--- src/rtl/dcache_controller.sv ---
// Direct-mapped, write-through, no-write-allocate data cache with 4-word lines.
// Read misses refill a whole line; every store is written through before release.
module dcache_controller #(
  parameter int ADDR_W    = 12,
  parameter int NUM_LINES = 16
) (
  input  logic              clk,
  input  logic              reset_n,
  input  logic              cpu_read,
  input  logic              cpu_write,
  input  logic [ADDR_W-1:0] cpu_addr,
  input  logic [31:0]       cpu_wdata,
  input  logic [3:0]        cpu_byte_en,
  output logic              dcache_stall,
  output logic [31:0]       mem_read_data,
  output logic              mem_req,
  output logic              mem_we,
  output logic [ADDR_W-1:0] mem_addr,
  output logic [31:0]       mem_wdata,
  output logic [3:0]        mem_be,
  input  logic              mem_ready,
  input  logic [31:0]       mem_rdata
);

  localparam int IDX_W = $clog2(NUM_LINES);
  localparam int TAG_W = ADDR_W - 4 - IDX_W;

  typedef enum logic [1:0] {
    IDLE   = 2'd0,
    REFILL = 2'd1,
    WRITE  = 2'd2
  } state_t;

  state_t             state_r;
  state_t             next_state_s;
  logic [1:0]         rcnt_r;
  logic [NUM_LINES-1:0] valid_r;
  logic [TAG_W-1:0]   tag_r  [NUM_LINES];
  logic [31:0]        data_r [NUM_LINES*4];

  logic [IDX_W-1:0]   idx_s;
  logic [TAG_W-1:0]   tag_s;
  logic [1:0]         word_s;
  logic               hit_s;
  logic [ADDR_W-1:0]  refill_addr_s;
  logic               unused_s;

  assign idx_s         = cpu_addr[3+IDX_W:4];
  assign tag_s         = cpu_addr[ADDR_W-1:4+IDX_W];
  assign word_s        = cpu_addr[3:2];
  assign hit_s         = valid_r[idx_s] && (tag_r[idx_s] == tag_s);
  assign refill_addr_s = {tag_s, idx_s, rcnt_r, 2'b00};
  // Byte offset plays no part in lookup or memory addressing.
  assign unused_s      = ^cpu_addr[1:0];

  // State register.
  always_ff @(posedge clk or negedge reset_n) begin
    if (!reset_n) begin
      state_r <= IDLE;
    end else begin
      state_r <= next_state_s;
    end
  end

  // Next-state decode, stall and memory-side request outputs.
  always_comb begin
    next_state_s = state_r;
    dcache_stall = 1'b0;
    mem_req      = 1'b0;
    mem_we       = 1'b0;
    mem_addr     = {ADDR_W{1'b0}};
    mem_wdata    = 32'd0;
    mem_be       = 4'd0;
    case (state_r)
      IDLE: begin
        if (cpu_read) begin
          mem_addr = refill_addr_s;
        end else begin
          mem_addr = {ADDR_W{1'b0}};
        end
        if (cpu_write) begin
          next_state_s = WRITE;
          dcache_stall = 1'b1;
        end else if (cpu_read && !hit_s) begin
          next_state_s = REFILL;
          dcache_stall = 1'b1;
        end else begin
          next_state_s = IDLE;
        end
      end
      REFILL: begin
        dcache_stall = 1'b1;
        mem_req      = 1'b1;
        mem_addr     = refill_addr_s;
        if (mem_ready && (rcnt_r == 2'd3)) begin
          next_state_s = IDLE;
        end else begin
          next_state_s = REFILL;
        end
      end
      WRITE: begin
        mem_req   = 1'b1;
        mem_we    = 1'b1;
        mem_addr  = {cpu_addr[ADDR_W-1:2], 2'b00};
        mem_wdata = cpu_wdata;
        mem_be    = cpu_byte_en;
        if (mem_ready) begin
          next_state_s = IDLE;
          dcache_stall = 1'b0;
        end else begin
          next_state_s = WRITE;
          dcache_stall = 1'b1;
        end
      end
      default: begin
        next_state_s = IDLE;
      end
    endcase
  end

  // Load data path; the array is read combinationally for zero-latency hits.
  always_comb begin
    if (cpu_read) begin
      mem_read_data = data_r[{idx_s, word_s}];
    end else begin
      mem_read_data = 32'd0;
    end
  end

  // Refill word counter and line valid bits.
  always_ff @(posedge clk or negedge reset_n) begin
    if (!reset_n) begin
      rcnt_r  <= 2'd0;
      valid_r <= {NUM_LINES{1'b0}};
    end else if ((state_r == IDLE) && (next_state_s == REFILL)) begin
      rcnt_r <= 2'd0;
    end else if ((state_r == REFILL) && mem_ready) begin
      rcnt_r <= rcnt_r + 2'd1;
      if (rcnt_r == 2'd3) begin
        valid_r[idx_s] <= 1'b1;
      end
    end
  end

  // Tag and data arrays; unreset, writes only happen from REFILL or WRITE.
  always_ff @(posedge clk) begin
    if ((state_r == REFILL) && mem_ready) begin
      data_r[{idx_s, rcnt_r}] <= mem_rdata;
      if (rcnt_r == 2'd3) begin
        tag_r[idx_s] <= tag_s;
      end
    end else if ((state_r == WRITE) && mem_ready && hit_s) begin
      for (int b = 0; b < 4; b++) begin
        if (cpu_byte_en[b]) begin
          data_r[{idx_s, word_s}][8*b +: 8] <= cpu_wdata[8*b +: 8];
        end
      end
    end
  end

endmodule
--- config.mk ---
export PLATFORM = sky130hd
export DESIGN_NAME = dcache_controller
export DESIGN_NICKNAME = d
export VERILOG_FILES = /design/src/rtl/dcache_controller.sv
export SDC_FILE = /design/constraint.sdc
export NUM_CORES = 2
export LEC_CHECK = 0
export CAP_MARGIN = 20
export CORE_MARGIN = 5
export CORE_UTILIZATION = 56
export DETAILED_ROUTE_END_ITERATION = 8
export PLACE_DENSITY = 0.73
export SLEW_MARGIN = 10
export SYNTH_ARGS = -nofsm -noshare
export SYNTH_HDL_FRONTEND = slang
export SYNTH_SLANG_ARGS = --single-unit
--- constraint.sdc ---
create_clock -name clk -period 8 [get_ports clk]
set_input_delay 1.2 -clock clk [delete_from_list [all_inputs] [get_ports clk]]
set_output_delay 1.2 -clock clk [all_outputs]
set_load 0.1 [all_outputs]
==> results.md <==
- Synth-to-Final Area Change: 14.6%
- Synth area leaders: edfxtp_1 (75%), mux4_2 (16%), a211oi_1 (1.8%)
- Clock Sink Count: 2132
- Setup TNS: 0 ns
- Critical path's slowest cell: clkdlybuf4s50_1
- Setup violators final: 0
- First-pass GRT wire length: 305 mm
- Total CTS buffers: 204
- Starting Density: 56.5%
- WS Path Type: in2out
- Actual slew at the worst max-slew pin: approximately 1.2 ns
- DR vias/cell: 6.67
- Worst ir drop on vdd: 0.239 mV
- Yosys reg bits: 2132
- Skew-Pair Late Insertion Delay: 0.84 ns
- FF+latch area: 0.0639 mm2
- Drt initial violations: 5471
- Post_cts resized: 0
- Avg Cell Area, Syn: 22.1 um2
- Pre-antenna DRT Iters: 6
- Data arrival time of the critical path: 5.28 ns
- Fin Clk Skew: 0.0422 ns
- Hold Crit Class: reg2reg
- Die extent in x: 399 um
- Slowest stage delay, CP: 0.97 ns
- Nature of the critical path endpoint: primary output
- Cell type with the highest aggregate area in the netlist: edfxtp_1
- CORE AREA: 0.150 mm2
- Port Buffers: 163
- I/O pin count: around 170
- Period minus WS final: 6.48 ns
- Via Count: 43000
- Final ANT Viol Nets: 0
- Post-layout util: 64.7%
- Row count: 142
- Initial antenna violation count: 5
- Final worst-path cycle share: 81.0%
- Crit path launch type: input port
- Outcome: finished, final reports clean
- Grt ovf: 0
- Area of the mapped netlist: approximately 0.085 mm2
- Final Power: between 20 and 25 mW
- Pwr Density: roughly 250 mW/mm2
- DP HPWL: between 100 and 150 mm
- WP buf/inv: 3
- Filler instances: 9607
- Max Buffers Root-to-Sink: 3
- Hold-fix buffers, CTS: 0
- Vias in the first global route: between 40000 and 50000
- Mapped Cells: 3838
- CP required: around 6.8 ns
- Area of the multi-input gates: 0.0198 mm2
- Ys Warns: 0
- Synth Flop Type: edfxtp_1
- Pin count of the biggest net entering global routing: 95
- Drt total wl: ~210 mm
- Slew Viols, Final: 0
- Top delay family on crit path: buffers and inverters
- Crit path cell chain: buf_8 > buf_4 > mux4_2 > mux4_2 > mux4_2 > and2_1 > clkdlybuf4s50_1
- Clk pin slew, worst setup/hold paths: 0.06 ns
- RSZ-0062 raised after global routing: no
- Inst Count DP: 6053
- Crit Path Max Fanout: 76
- Post-CTS Setup Inserts: 0
- Unique cell type count in the Yosys netlist: 56
- Fin cells: 6439
- CTS Root Cell: clkbuf_16
- Fmax: 154 MHz
- Number of enable flip-flop cells after synthesis: 2112
- Async S/R FF share, synth: 0.938%
- Yosys top cell area share: 74.8%
- Final hold vios: 0
- Worst hold slack: 0.466 ns
- Sequential fraction of the synthesis area: 75.4%
- CTS H-tree lvls: 4
- GP Congestion: roughly 0.84
- Final nets: 4341
- Drc violations: 0
- Cell mode on critical path: mux4_2
- CTS tree: yes
- Slew headroom: 20.7%
- Die height: 399 um
- Fraction of layout cells with a size suffix above 1: 31.0%
- Full die area: 0.159 mm2
- Pleak: 30.3 nW
- Total track usage: 26.7%
- Routed length per instance: roughly 33 um
- Max-Cap Viols: 0
cells in the final DEF, fill, tap and decap left out, drive strengths merged, types with 5 or more instances in the layout:
cell type      synthesis  layout
edfxtp              2112    2112
mux4                 602     602
buf                  139     356
a211oi               262     262
clkbuf               148     248
clkdlybuf4s50          0     135
clkinv                 0     102
a22oi                 64      64
nor2                  64      64
and2                  55      55
mux2                  54      54
mux2i                 53      53
nand2                 43      43
a21oi                 32      32
o21ai                 31      31
nand3                 22      22
nand2b                21      21
dfrtp                 20      20
bufinv                 0      17
nor2b                 13      13
a31oi                 13      13
a22o                  11      11
inv                    4      10
nor3                   9       9
a221oi                 8       8
o22ai                  6       6
o211ai                 6       6
nand4b                 5       5
ha                     5       5
routing by layer:
metal	share of wire (%)	up-vias	track usage, %	wire length (um)
met5	0.0057	-	0	12
met1	37	22600	37.9	78600
met4	3.5	2	8.92	7330
met2	48	2599	41.4	100000
li1	-	17300	-	-
met3	11	420	6.59	23600
flip-flops by register name, summed over array words and instances (netlist names):
signal	flops
tag_r	64
data_r	2048
rcnt_r	2
state_r	2
valid_r	16
where the power goes:
| group | switching (mW) | internal (mW) |
|---|---|---|
| Clock | 4.06 | 5.26 |
| Sequential | 0.0280 | 12.3 |
| Combinational | 2.20 | 0.758 |
Yosys cell counts (all sizes together) (5+ instances only):
library cell and count:
o21ai 31, ha 5, o22ai 6, a22o 11
nor2b 13, nand3 22, nand2b 21, mux2i 53
nand4b 5, a31oi 13, clkbuf 148, mux2 54
nor2 64, nand2 43, a221oi 8, nor3 9
mux4 602, a211oi 262, dfrtp 20, and2 55
buf 139, a22oi 64, o211ai 6, edfxtp 2112
a21oi 32
area by class of cell:
class | count | share of cell area [%]
diodes | 3 | 0.00773
inverters | 4 | 0.0155
clock inverters | 129 | 1.17
well taps | 2016 | 2.60
flip-flops and latches | 2132 | 65.8
multi-input cells | 1416 | 20.4
repair buffers | 493 | 4.56
clock buffers | 246 | 5.46
stage by stage:
step           setup WS [ns]  cell area (um2)
2_1_floorplan           1.73            84800
3_3_place_gp            1.42            90500
3_5_place_dp            1.38            90500
4_1_cts                 1.42            96900
5_1_grt                 1.28            97100
6_report                1.52            97100
worst paths after layout:
check | startpoint | end | slack, ns | cells after the start
max | cpu_addr[2] | mem_read_data[9] | 1.52 | 7
min | valid_r[15]$_DFFE_PN0P_ | valid_r[15]$_DFFE_PN0P_ | 0.47 | 1
max reg2reg | tag_r[0][0]$_DFFE_PP_ | data_r[18][20]$_DFFE_PP_ | 3.01 | 9
min reg2reg | valid_r[15]$_DFFE_PN0P_ | valid_r[15]$_DFFE_PN0P_ | 0.47 | 1
max in group asynchronous | reset_n | valid_r[6]$_DFFE_PN0P_ | 6.44 | 1
min in group asynchronous | reset_n | valid_r[10]$_DFFE_PN0P_ | 0.94 | 1
cell families after synthesis:
family	Yosys count	share of synthesized area, %
AOI/OAI and AO/OA	453	4.22
xor gates and xnor gates	2	0.0207
adders and majority gates	5	0.0738
buffers and inverters	291	1.49
DFF	2132	75.4
muxes	709	17.3
other	1	0.00442
and+or+nand+nor	245	1.48
No activity file was read; power rests on OpenSTA's default activity.
